[config.mk]
export PLATFORM = sky130hd
export DESIGN_NAME = univ_shift_reg
export DESIGN_NICKNAME = d
export VERILOG_FILES = /design/src/rtl/univ_shift_reg_pkg.sv /design/src/rtl/shift_frame_cnt.sv /design/src/rtl/univ_shift_reg.sv
export SDC_FILE = /design/constraint.sdc
export NUM_CORES = 1
export LEC_CHECK = 0
export ABC_AREA = 1
export CORE_MARGIN = 4
export CORE_UTILIZATION = 44
export DETAILED_ROUTE_END_ITERATION = 6
export PLACE_DENSITY = 0.82
export SLEW_MARGIN = 20
export SYNTH_ARGS = -nofsm -noshare
export SYNTH_HDL_FRONTEND = slang
export SYNTH_SLANG_ARGS = --single-unit
[constraint.sdc]
create_clock -name clk -period 1.6 [get_ports clk]
set_input_delay 0.16 -clock clk [delete_from_list [all_inputs] [get_ports clk]]
set_output_delay 0.16 -clock clk [all_outputs]
set_load 0.02 [all_outputs]
[src/rtl/univ_shift_reg_pkg.sv]
// Shared definitions for the universal shift register: operation encodings
// and the shift-counter width helper used by the top and the frame counter.
package univ_shift_reg_pkg;

    typedef enum logic [1:0] {
        MODE_HOLD = 2'b00,
        MODE_SHL  = 2'b01,
        MODE_SHR  = 2'b10,
        MODE_LOAD = 2'b11
    } mode_e;

    localparam int WIDTH_MIN = 2;
    localparam int WIDTH_MAX = 64;

    // Counter width for a register of the given length, never below one bit.
    function automatic int cnt_width(input int width);
        return (width > 2) ? $clog2(width) : 1;
    endfunction

endpackage

[src/rtl/shift_frame_cnt.sv]
// Counts shifts within a frame of WIDTH shifts and pulses frame_done on the
// shift that completes the frame; clr restarts the frame without a pulse.
module shift_frame_cnt
    import univ_shift_reg_pkg::*;
#(
    parameter  int WIDTH = 8,
    localparam int CW    = cnt_width(WIDTH)
) (
    input  logic          clk,
    input  logic          rst,
    input  logic          clr,
    input  logic          step,
    output logic [CW-1:0] shift_cnt,
    output logic          frame_done
);

    localparam logic [CW-1:0] LAST = CW'(WIDTH - 1);

    logic [CW-1:0] r_cnt;
    logic          r_frame_done;
    logic          w_last;

    assign w_last = (r_cnt == LAST);

    // NOTE: registered state uses non-blocking assignments so every flop
    // samples pre-edge values, independent of statement order.
    always_ff @(posedge clk) begin
        if (rst || clr) begin
            r_cnt        <= '0;
            r_frame_done <= 1'b0;
        end else if (step) begin
            r_cnt        <= w_last ? '0 : r_cnt + CW'(1);
            r_frame_done <= w_last;
        end else begin
            r_frame_done <= 1'b0;
        end
    end

    assign shift_cnt  = r_cnt;
    assign frame_done = r_frame_done;

endmodule

[src/rtl/univ_shift_reg.sv]
// Universal shift register: hold, shift left, shift right, parallel load,
// with serial outputs and a frame counter that pulses every WIDTH shifts.
module univ_shift_reg
    import univ_shift_reg_pkg::*;
#(
    parameter  int WIDTH = 8,
    localparam int CW    = cnt_width(WIDTH)
) (
    input  logic             clk,
    input  logic             rst,
    input  logic             en,
    input  logic [1:0]       mode,
    input  logic             sin_lsb,
    input  logic             sin_msb,
    input  logic [WIDTH-1:0] pdata,
    output logic [WIDTH-1:0] q,
    output logic             sout_msb,
    output logic             sout_lsb,
    output logic [CW-1:0]    shift_cnt,
    output logic             frame_done
);

    logic [WIDTH-1:0] r_q;
    logic [WIDTH-1:0] w_q_next;
    logic             w_step;
    logic             w_clr;
    mode_e            w_mode;

    assign w_mode = mode_e'(mode);

    // NOTE: every always_comb output gets a default before the case so no
    // path leaves it unassigned, which would infer a latch.
    always_comb begin
        w_q_next = r_q;
        w_step   = 1'b0;
        w_clr    = 1'b0;
        if (en) begin
            case (w_mode)
                MODE_SHL: begin
                    w_q_next = {r_q[WIDTH-2:0], sin_lsb};
                    w_step   = 1'b1;
                end
                MODE_SHR: begin
                    w_q_next = {sin_msb, r_q[WIDTH-1:1]};
                    w_step   = 1'b1;
                end
                MODE_LOAD: begin
                    w_q_next = pdata;
                    w_clr    = 1'b1;
                end
                default: begin
                    w_q_next = r_q;
                end
            endcase
        end
    end

    always_ff @(posedge clk) begin
        if (rst) begin
            r_q <= '0;
        end else begin
            r_q <= w_q_next;
        end
    end

    shift_frame_cnt #(
        .WIDTH(WIDTH)
    ) u_frame_cnt (
        .clk       (clk),
        .rst       (rst),
        .clr       (w_clr),
        .step      (w_step),
        .shift_cnt (shift_cnt),
        .frame_done(frame_done)
    );

    // Serial outputs come from the register only, never from the inputs.
    assign q        = r_q;
    assign sout_msb = r_q[WIDTH-1];
    assign sout_lsb = r_q[0];

endmodule

== After elaboration in Yosys (flattened, before gate mapping) ==
Cells that the tools add are included.
Storage, ports and cells
  register bits: 12
  input bits: 15
  output and inout port bits: 14
  word-level logic and storage cells: 20
Operators by class
  add/subtract/negate cells: 1
  equality and inequality tests: 4
  multiplexer cells: 6
  bitwise gates (word level): 1
  reduce and logical (&&, ||, !) cells: 5
Operators with widths (number)
  $pmux W8 S3: 1
  $eq A2 B2 Y1 const B: 2
  $mux W1: 4
  $reduce_or A2 Y1: 2
  $add A3 B1 Y3 const B: 1
  $eq A3 B3 Y1 const B: 1
  $mux W3: 1
  $reduce_bool A3 Y1: 1
  $eq A2 B1 Y1 const B: 1
  $reduce_and A2 Y1: 1
  $logic_or A1 B1 Y1: 1
  $not A1 Y1: 1

== Longest topological paths before layout ==
Gate-level depths: netlist of the first run.
  depth in word-level cells: 6
  depth in mapped cells: 8

== By module ==
Synthesis of the first run repeated with hierarchy kept, for this count alone.
Unflattened totals
  cell total of the unflattened synthesis: 113
  area total of the unflattened synthesis: 737.0 µm²
Modules (own cells, without submodules)
  univ_shift_reg: instances 1, cells each 91, area each 560.5 µm²
  shift_frame_cnt: instances 1, cells each 22, area each 176.4 µm²

== Least setup slack after synthesis of the first run ==
No wires, ideal clock.
  path kind: reg2reg
  start point: reg u_frame_cnt.r_cnt[0], in the netlist u_frame_cnt.shift_cnt[0]
  end point: reg u_frame_cnt.r_cnt[2], in the netlist u_frame_cnt.shift_cnt[2]
  arrival: 959 ps
  path slack: 513 ps
  stages on the path, launching flop included: 5
  period minus slack after synthesis: 1087 ps
  cell sequence: dfxtp_1 ha_1 ha_1 nand2_1 a21oi_1
Between the ends
  word-level cells in the longest chain between the ends: 2
Ends and longest elaborated chain
  start: declaration: line shift_frame_cnt.sv:19  | logic [CW-1:0] r_cnt;
  start signal: assignment: line shift_frame_cnt.sv:32  | r_cnt <= w_last ? '0 : r_cnt + CW'(1);
  $add A3 B1 Y3 / $eq A3 B3 Y1 (equally long branches): line shift_frame_cnt.sv:32, shift_frame_cnt.sv:23
  $mux W3 *: line shift_frame_cnt.sv:32
Every way passes the cells marked *; elsewhere a longest branch is shown, timed or not.
A chain may end at the register's enable or synchronous reset.

== Worst setup path after layout of the first run ==
  start point: reg r_q[7], in the netlist q[7]
  end point: out q[7]
RTL lines
  start: declaration: line univ_shift_reg.sv:23  | logic [WIDTH-1:0] r_q;
  start signal: assignment: line univ_shift_reg.sv:62  | r_q <= w_q_next;
  end: declaration: line univ_shift_reg.sv:16  | output logic [WIDTH-1:0] q,
No word-level cell between the ends.

==> key figures, run 1 <==
Clock network
  • Post-CTS resize count: 0
  • CTS tree: done
  • Root buffer cell: clkbuf_4
  • Clock Sink Count: 12
  • Worst-path clk slew: 0.08 ns
  • Setup bufs post-CTS: 0
  • Maximum buffer depth of the clock tree: 2
  • Cts bufs inserted: 3
  • Worst skew pair latency: 0.27 ns
  • H-tree lvl count: 1
  • Number of hold buffers added after cts: 0

Pwr
  • Internal power: 556 uW
  • Clock power frac: 0.309
  • P_sw: 223 uW
  • Power per cell area: 769 mW/mm^2
  • Flop pwr share: 0.430
  • Combinational Power Share: 0.260
  • Net Sw Frac: 0.286
  • VDD IR max: 0.421 mV
  • P_leak: 0.435 nW
  • Total power: 779 uW

Drt
  • Drt initial violations: 10
  • Drc violations: 0
  • Post-Route WL: between 1500 and 2000 um
  • Final antenna-violating net count: 0
  • First-pass detailed-route iteration total: 4
  • Vias after detailed routing: between 700 and 800
  • Number of vias per cell: 4.86
  • Drt wl/cell: 10.4 um

Placed design
  • Post-DP HPWL: 1230 um
  • Number of port buffers: 28
  • Placer Congestion: between 0.7 and 0.8

Setup path
  • CP Launch Type: flop
  • Worst Setup Path Type: flop to output pin
  • Kind of cell adding the most delay to the critical path: buffers and inverters
  • Worst EP required: 1.44 ns
  • Critical-path top delay cell: clkdlybuf4s50_1
  • Worst path cell trace: clkdlybuf4s50_1
  • Crit path buf inv count: 1
  • Largest fanout on the critical path: 4
  • Delay of the slowest critical-path stage: 0.63 ns
  • Data arrival, critical path: 1.29 ns
  • Crit path capture type: output pin

Floorplanning
  • Die ar.: 0.00230 mm^2
  • Die H: a little under 50 um
  • Core Area: about 0.0015 mm^2
  • Initial Utilization: 0.468
  • Die span in x: approximately 48 um
  • # IOs: 29
  • Std-Cell Rows: 14

GRT
  • First-pass GRT wire length: 2420 um
  • Total GRT Usage: 0.146
  • Largest net degree at the start of global routing: 17
  • Antenna violations before repair: 0
  • Congestion Overflow GR: 0
  • Vias in the first global route: 615

Synth
  • Synth Flop Type: dfxtp_1
  • Count of cell types in the netlist: 18
  • Area leader, netlist: dfxtp_1
  • Synth Instances: 108
  • Top-count cell post-synth: nor2_1
  • EDFF count, synth: 0
  • Yosys reg bits: 12
  • Sequential element share of the synthesized area: 0.341
  • Mapped Nets: 128
  • Asr flop ratio synth: 0
  • Most common library cells after synthesis: 25 x nor2_1, 24 x nand2_1, 12 x dfxtp_1
  • Synth top area share: 0.341
  • Syn_area_per_cell: 6.52 um^2
  • Yosys Warn Count: 0
  • Synthesized cell area: 704 um^2
  • Synth area leaders: dfxtp_1 34%, nor2_1 13%, nand2_1 13%

STA
  • Crit path time final: 1.45 ns
  • # setup viols final: 0
  • Fmax: 690 MHz
  • Unrepaired setup endpoints after global routing: false
  • Hold Fails Final Rpt: 0
  • Worst Tran Pin Value: 0.358 ns
  • Final clock skew: 0.00491 ns
  • Slew Viols, Final: 0
  • Final period util: 0.906
  • Final hold slack: between 0.4 and 0.5 ns
  • Slew HR: 0.761

Layout
  • FILL cells: 145
  • Layout Nets: 157
  • Finished Core Util: 0.672
  • N_diodes: 0
  • Layout cell share with drive strength beyond 1: 0.0882
  • Area delta synth->final: 43.7%

Hold path
  • Hold crit path type: flop to flop

Run status
  • Status: finished clean

Flow run
  • Max-cap viol count: 0
## state kept, by name, summed over array words and instances (netlist names)
register	flops
q	8
u_frame_cnt.shift_cnt	3
u_frame_cnt.frame_done	1
## final timing paths
| kind | startpoint | end | slack, ns | cells past startpoint |
|---|---|---|---|---|
| setup / recovery | q[7]$_SDFFE_PP0P_ | q[7] | 0.15 | 1 |
| hold / removal | u_frame_cnt.shift_cnt[2]$_SDFFE_PP0P_ | u_frame_cnt.shift_cnt[2]$_SDFFE_PP0P_ | 0.49 | 2 |
| setup reg to reg | u_frame_cnt.shift_cnt[0]$_SDFFE_PP0P_ | u_frame_cnt.shift_cnt[0]$_SDFFE_PP0P_ | 0.55 | 5 |
| hold reg to reg | u_frame_cnt.shift_cnt[2]$_SDFFE_PP0P_ | u_frame_cnt.shift_cnt[2]$_SDFFE_PP0P_ | 0.49 | 2 |
## layout make-up
| type | instances | area, um^2 | share of cell area |
|---|---|---|---|
| clock buffer | 4 | 36.3 | 0.0358 |
| inverter | 14 | 53.8 | 0.0532 |
| multi-input combinational | 77 | 374 | 0.370 |
| sequential | 12 | 240 | 0.237 |
| tap | 16 | 20.0 | 0.0198 |
| timing repair buffer | 29 | 288 | 0.284 |
## kinds of logic after synthesis
family          Yosys count  share of synthesized area
buf+inv                  19                      0.128
compound gates           13                     0.0923
simple gates             59                      0.350
flops                    12                      0.341
fa+ha+maj                 5                     0.0888
## routing by layer
| layer | routed length (um) | part of all wire | vias up | GRT usage |
|---|---|---|---|---|
| li1 | - | - | 387 | - |
| met1 | 671 | 0.42 | 328 | 0.169 |
| met2 | 766 | 0.48 | 22 | 0.261 |
| met3 | 136 | 0.086 | 2 | 0.0338 |
| met4 | 12 | 0.0076 | 0 | 0.0484 |
| met5 | 0 | 0 | - | 0 |
## cells in the final DEF, fill, tap and decap left out
master / netlist / routed
inv_1: 9 / 9
clkdlybuf4s50_1: 0 / 28
clkinv_1: 1 / 1
buf_4: 2 / 1
nand2_1: 24 / 24
clkinv_2: 1 / 1
inv_2: 3 / 3
dfxtp_1: 12 / 12
a21oi_1: 3 / 3
o21ai_1: 9 / 9
nand3_1: 7 / 7
clkbuf_8: 0 / 1
clkbuf_4: 0 / 3
o21ai_0: 1 / 1
nand2_2: 1 / 1
nand3_2: 1 / 1
nor2_4: 1 / 1
ha_1: 5 / 5
nor2_1: 25 / 25
## per-stage QoR
stage	instances	setup TNS, ns	worst slack [ns]	instance area (um^2)
after floorplan	108	0	0.513	704
after detailed placement	148	-0.164	-0.0497	976
after global routing	152	0	0.100	1010
after global placement	148	-0.0114	-0.0114	976
after CTS	152	0	0.149	1010
final	152	0	0.151	1010
## power groups by stage
stage | clock, mW | sequential (mW) | combinational (mW)
floorplan | 0 | 0.361 | 0.0946
global placement | 0 | 0.341 | 0.200
detailed placement | 0 | 0.342 | 0.204
CTS | 0.249 | 0.335 | 0.205
global route | 0.255 | 0.338 | 0.222
finish | 0.241 | 0.335 | 0.203
No activity file was read; power rests on OpenSTA's default activity.
==> inputs of run 2 (changes only) <==
--- a/config.mk
+++ b/config.mk
@@ -7,9 +7,10 @@
 export LEC_CHECK = 0
 export ABC_AREA = 1
 export CORE_MARGIN = 4
-export CORE_UTILIZATION = 44
+export CORE_UTILIZATION = 40
 export DETAILED_ROUTE_END_ITERATION = 6
-export PLACE_DENSITY = 0.82
+export HOLD_SLACK_MARGIN = 0.15
+export PLACE_DENSITY = 0.75
 export SLEW_MARGIN = 20
 export SYNTH_ARGS = -nofsm -noshare
 export SYNTH_HDL_FRONTEND = slang
==> key figures, run 2 (same netlist as run 1, synthesis figures left out) <==
Setup path
  • Data arrival, critical path: 1.30 ns (was 1.29 ns)
  • Worst EP required: 1.44 ns (about the same)
  • Largest fanout on the critical path: 4 (unchanged)
  • Critical-path top delay cell: clkdlybuf4s50_1 (unchanged)
  • Kind of cell adding the most delay to the critical path: buffers and inverters (unchanged)
  • Worst Setup Path Type: flop to output pin (unchanged)
  • CP Launch Type: flop (unchanged)
  • Worst path cell trace: clkdlybuf4s50_1 (unchanged)
  • Crit path capture type: output pin (unchanged)
  • Crit path buf inv count: 1 (unchanged)
  • CP Depth: 1 (unchanged)
  • Worst R2R Setup Slack: 0.55 ns (about the same)
  • Delay of the slowest critical-path stage: 0.63 ns (about the same)
  • Reg2Reg Depth: 5 (unchanged)

Placed design
  • Number of port buffers: 28 (unchanged)
  • Placer Congestion: 0.767 (was 0.773)
  • Post-DP HPWL: 1310 um (was 1230 um)
  • Cell count after placement: 148 (unchanged)

GRT
  • Total GRT Usage: 0.159 (was 0.146)
  • Vias in the first global route: 668 (was 615)
  • Antenna violations before repair: 0 (unchanged)
  • First-pass GRT wire length: 3040 um (was 2420 um)
  • Congestion Overflow GR: 0 (unchanged)
  • Largest net degree at the start of global routing: 17 (unchanged)

STA
  • # setup viols final: 0 (unchanged)
  • Hold Fails Final Rpt: 0 (unchanged)
  • Final hold slack: 0.497 ns (was 0.490 ns)
  • Sum Neg Setup Slack: 0 ns (unchanged)
  • Fmax: 686 MHz (was 690 MHz)
  • Worst Tran Pin Value: 0.367 ns (was 0.358 ns)
  • Final clock skew: 0.00770 ns (was 0.00491 ns)
  • Final period util: 0.911 (was 0.906)
  • Crit path time final: 1.46 ns (was 1.45 ns)
  • Slew Viols, Final: 0 (unchanged)
  • Unrepaired setup endpoints after global routing: false (unchanged)
  • Slew HR: 0.755 (was 0.761)

Layout
  • Most common cell after layout, fill and taps aside: clkdlybuf4s50_1 (unchanged)
  • Layout cell share with drive strength beyond 1: 0.0882 (unchanged)
  • Layout Nets: 157 (unchanged)
  • Most frequent cells in the layout: 28 x clkdlybuf4s50_1, 25 x nor2_1, 24 x nand2_1 (unchanged)
  • Post-Layout Cell Count: 152 (unchanged)
  • N_diodes: 0 (unchanged)
  • Flip-flop count of the largest register after layout: 8 (unchanged)
  • Finished Core Util: 0.642 (was 0.672)
  • Area delta synth->final: 43.7% (unchanged)

Floorplanning
  • Die H: 50.0 um (was 48.0 um)
  • Die span in x: 50.0 um (was 48.0 um)
  • Std-Cell Rows: 14 (unchanged)
  • # IOs: 29 (unchanged)
  • Initial Utilization: 0.447 (was 0.468)
  • Die ar.: 0.00250 mm^2 (was 0.00230 mm^2)
  • Core Area: 0.00158 mm^2 (was 0.00151 mm^2)

Pwr
  • Power per cell area: 777 mW/mm^2 (was 769 mW/mm^2)
  • Total power: 787 uW (was 779 uW)
  • P_leak: 0.435 nW (unchanged)
  • VDD IR max: 0.583 mV (was 0.421 mV)

Run status
  • Status: finished clean (unchanged)

Clock network
  • Root buffer cell: clkbuf_4 (unchanged)
  • Maximum buffer depth of the clock tree: 2 (unchanged)
  • Worst skew pair latency: 0.28 ns (was 0.27 ns)
  • Clock Sink Count: 12 (unchanged)
  • CTS tree: done (unchanged)
  • H-tree lvl count: 1 (unchanged)
  • Setup bufs post-CTS: 0 (unchanged)
  • Worst-path clk slew: 0.07 ns (was 0.08 ns)
  • Cts bufs inserted: 3 (unchanged)
  • Post-CTS resize count: 0 (unchanged)
  • Number of hold buffers added after cts: 0 (unchanged)

Hold path
  • Hold path cells: 2 (unchanged)
  • Hold crit path type: flop to flop (unchanged)

Flow run
  • Max-cap viol count: 0 (unchanged)

Drt
  • Drt initial violations: 4 (was 10)
  • Number of vias per cell: 4.95 (was 4.86)
  • First-pass detailed-route iteration total: 4 (unchanged)
  • Final antenna-violating net count: 0 (unchanged)
  • Drt wl/cell: 11.4 um (was 10.4 um)
  • Post-Route WL: 1730 um (was 1590 um)
  • Vias after detailed routing: 753 (was 739)
  • Drc violations: 0 (unchanged)
[run 2: cell counts in the layout (fill, tap and decap cells not counted)]
No cell type changed its count.
[run 2: path summary, 6_finish.rpt]
| kind | startpoint | endpoint |
|---|---|---|
| worst max-delay path | q[4]$_SDFFE_PP0P_ | q[4] |
| worst min-delay path | u_frame_cnt.shift_cnt[2]$_SDFFE_PP0P_ | u_frame_cnt.shift_cnt[2]$_SDFFE_PP0P_ |
| worst max register to register | u_frame_cnt.shift_cnt[0]$_SDFFE_PP0P_ | u_frame_cnt.shift_cnt[0]$_SDFFE_PP0P_ |
| worst min register to register | u_frame_cnt.shift_cnt[2]$_SDFFE_PP0P_ | u_frame_cnt.shift_cnt[2]$_SDFFE_PP0P_ |
[run 2: power by group]
part / leakage (nW) / switching, mW / internal, mW
Combinational: 0.315 / 0.105 / 0.100
Clock: 0.0210 / 0.107 / 0.138
Sequential: 0.0986 / 0.0188 / 0.317
[run 2: per-stage QoR]
stage,area [um^2],setup slack [ns]
floorplan,704,0.513
global placement,976,-0.0262
detailed placement,976,-0.0605
CTS,1010,0.139
global route,1010,0.0927
finish,1010,0.143
[run 2: layout make-up]
class	instances	area, um^2
clock buffers	4	36.3
flip-flops and latches	12	240
well taps	16	20.0
fillers	151	564
inverters	14	53.8
multi-input cells	77	374
repair buffers	29	288
[run 2: layer usage]
metal	wire length (um)	track usage	vias to the layer above
met3	77	0.0422	4
met2	822	0.251	20
met4	29	0.0829	0
li1	-	-	391
met5	0	0	-
met1	795	0.195	338
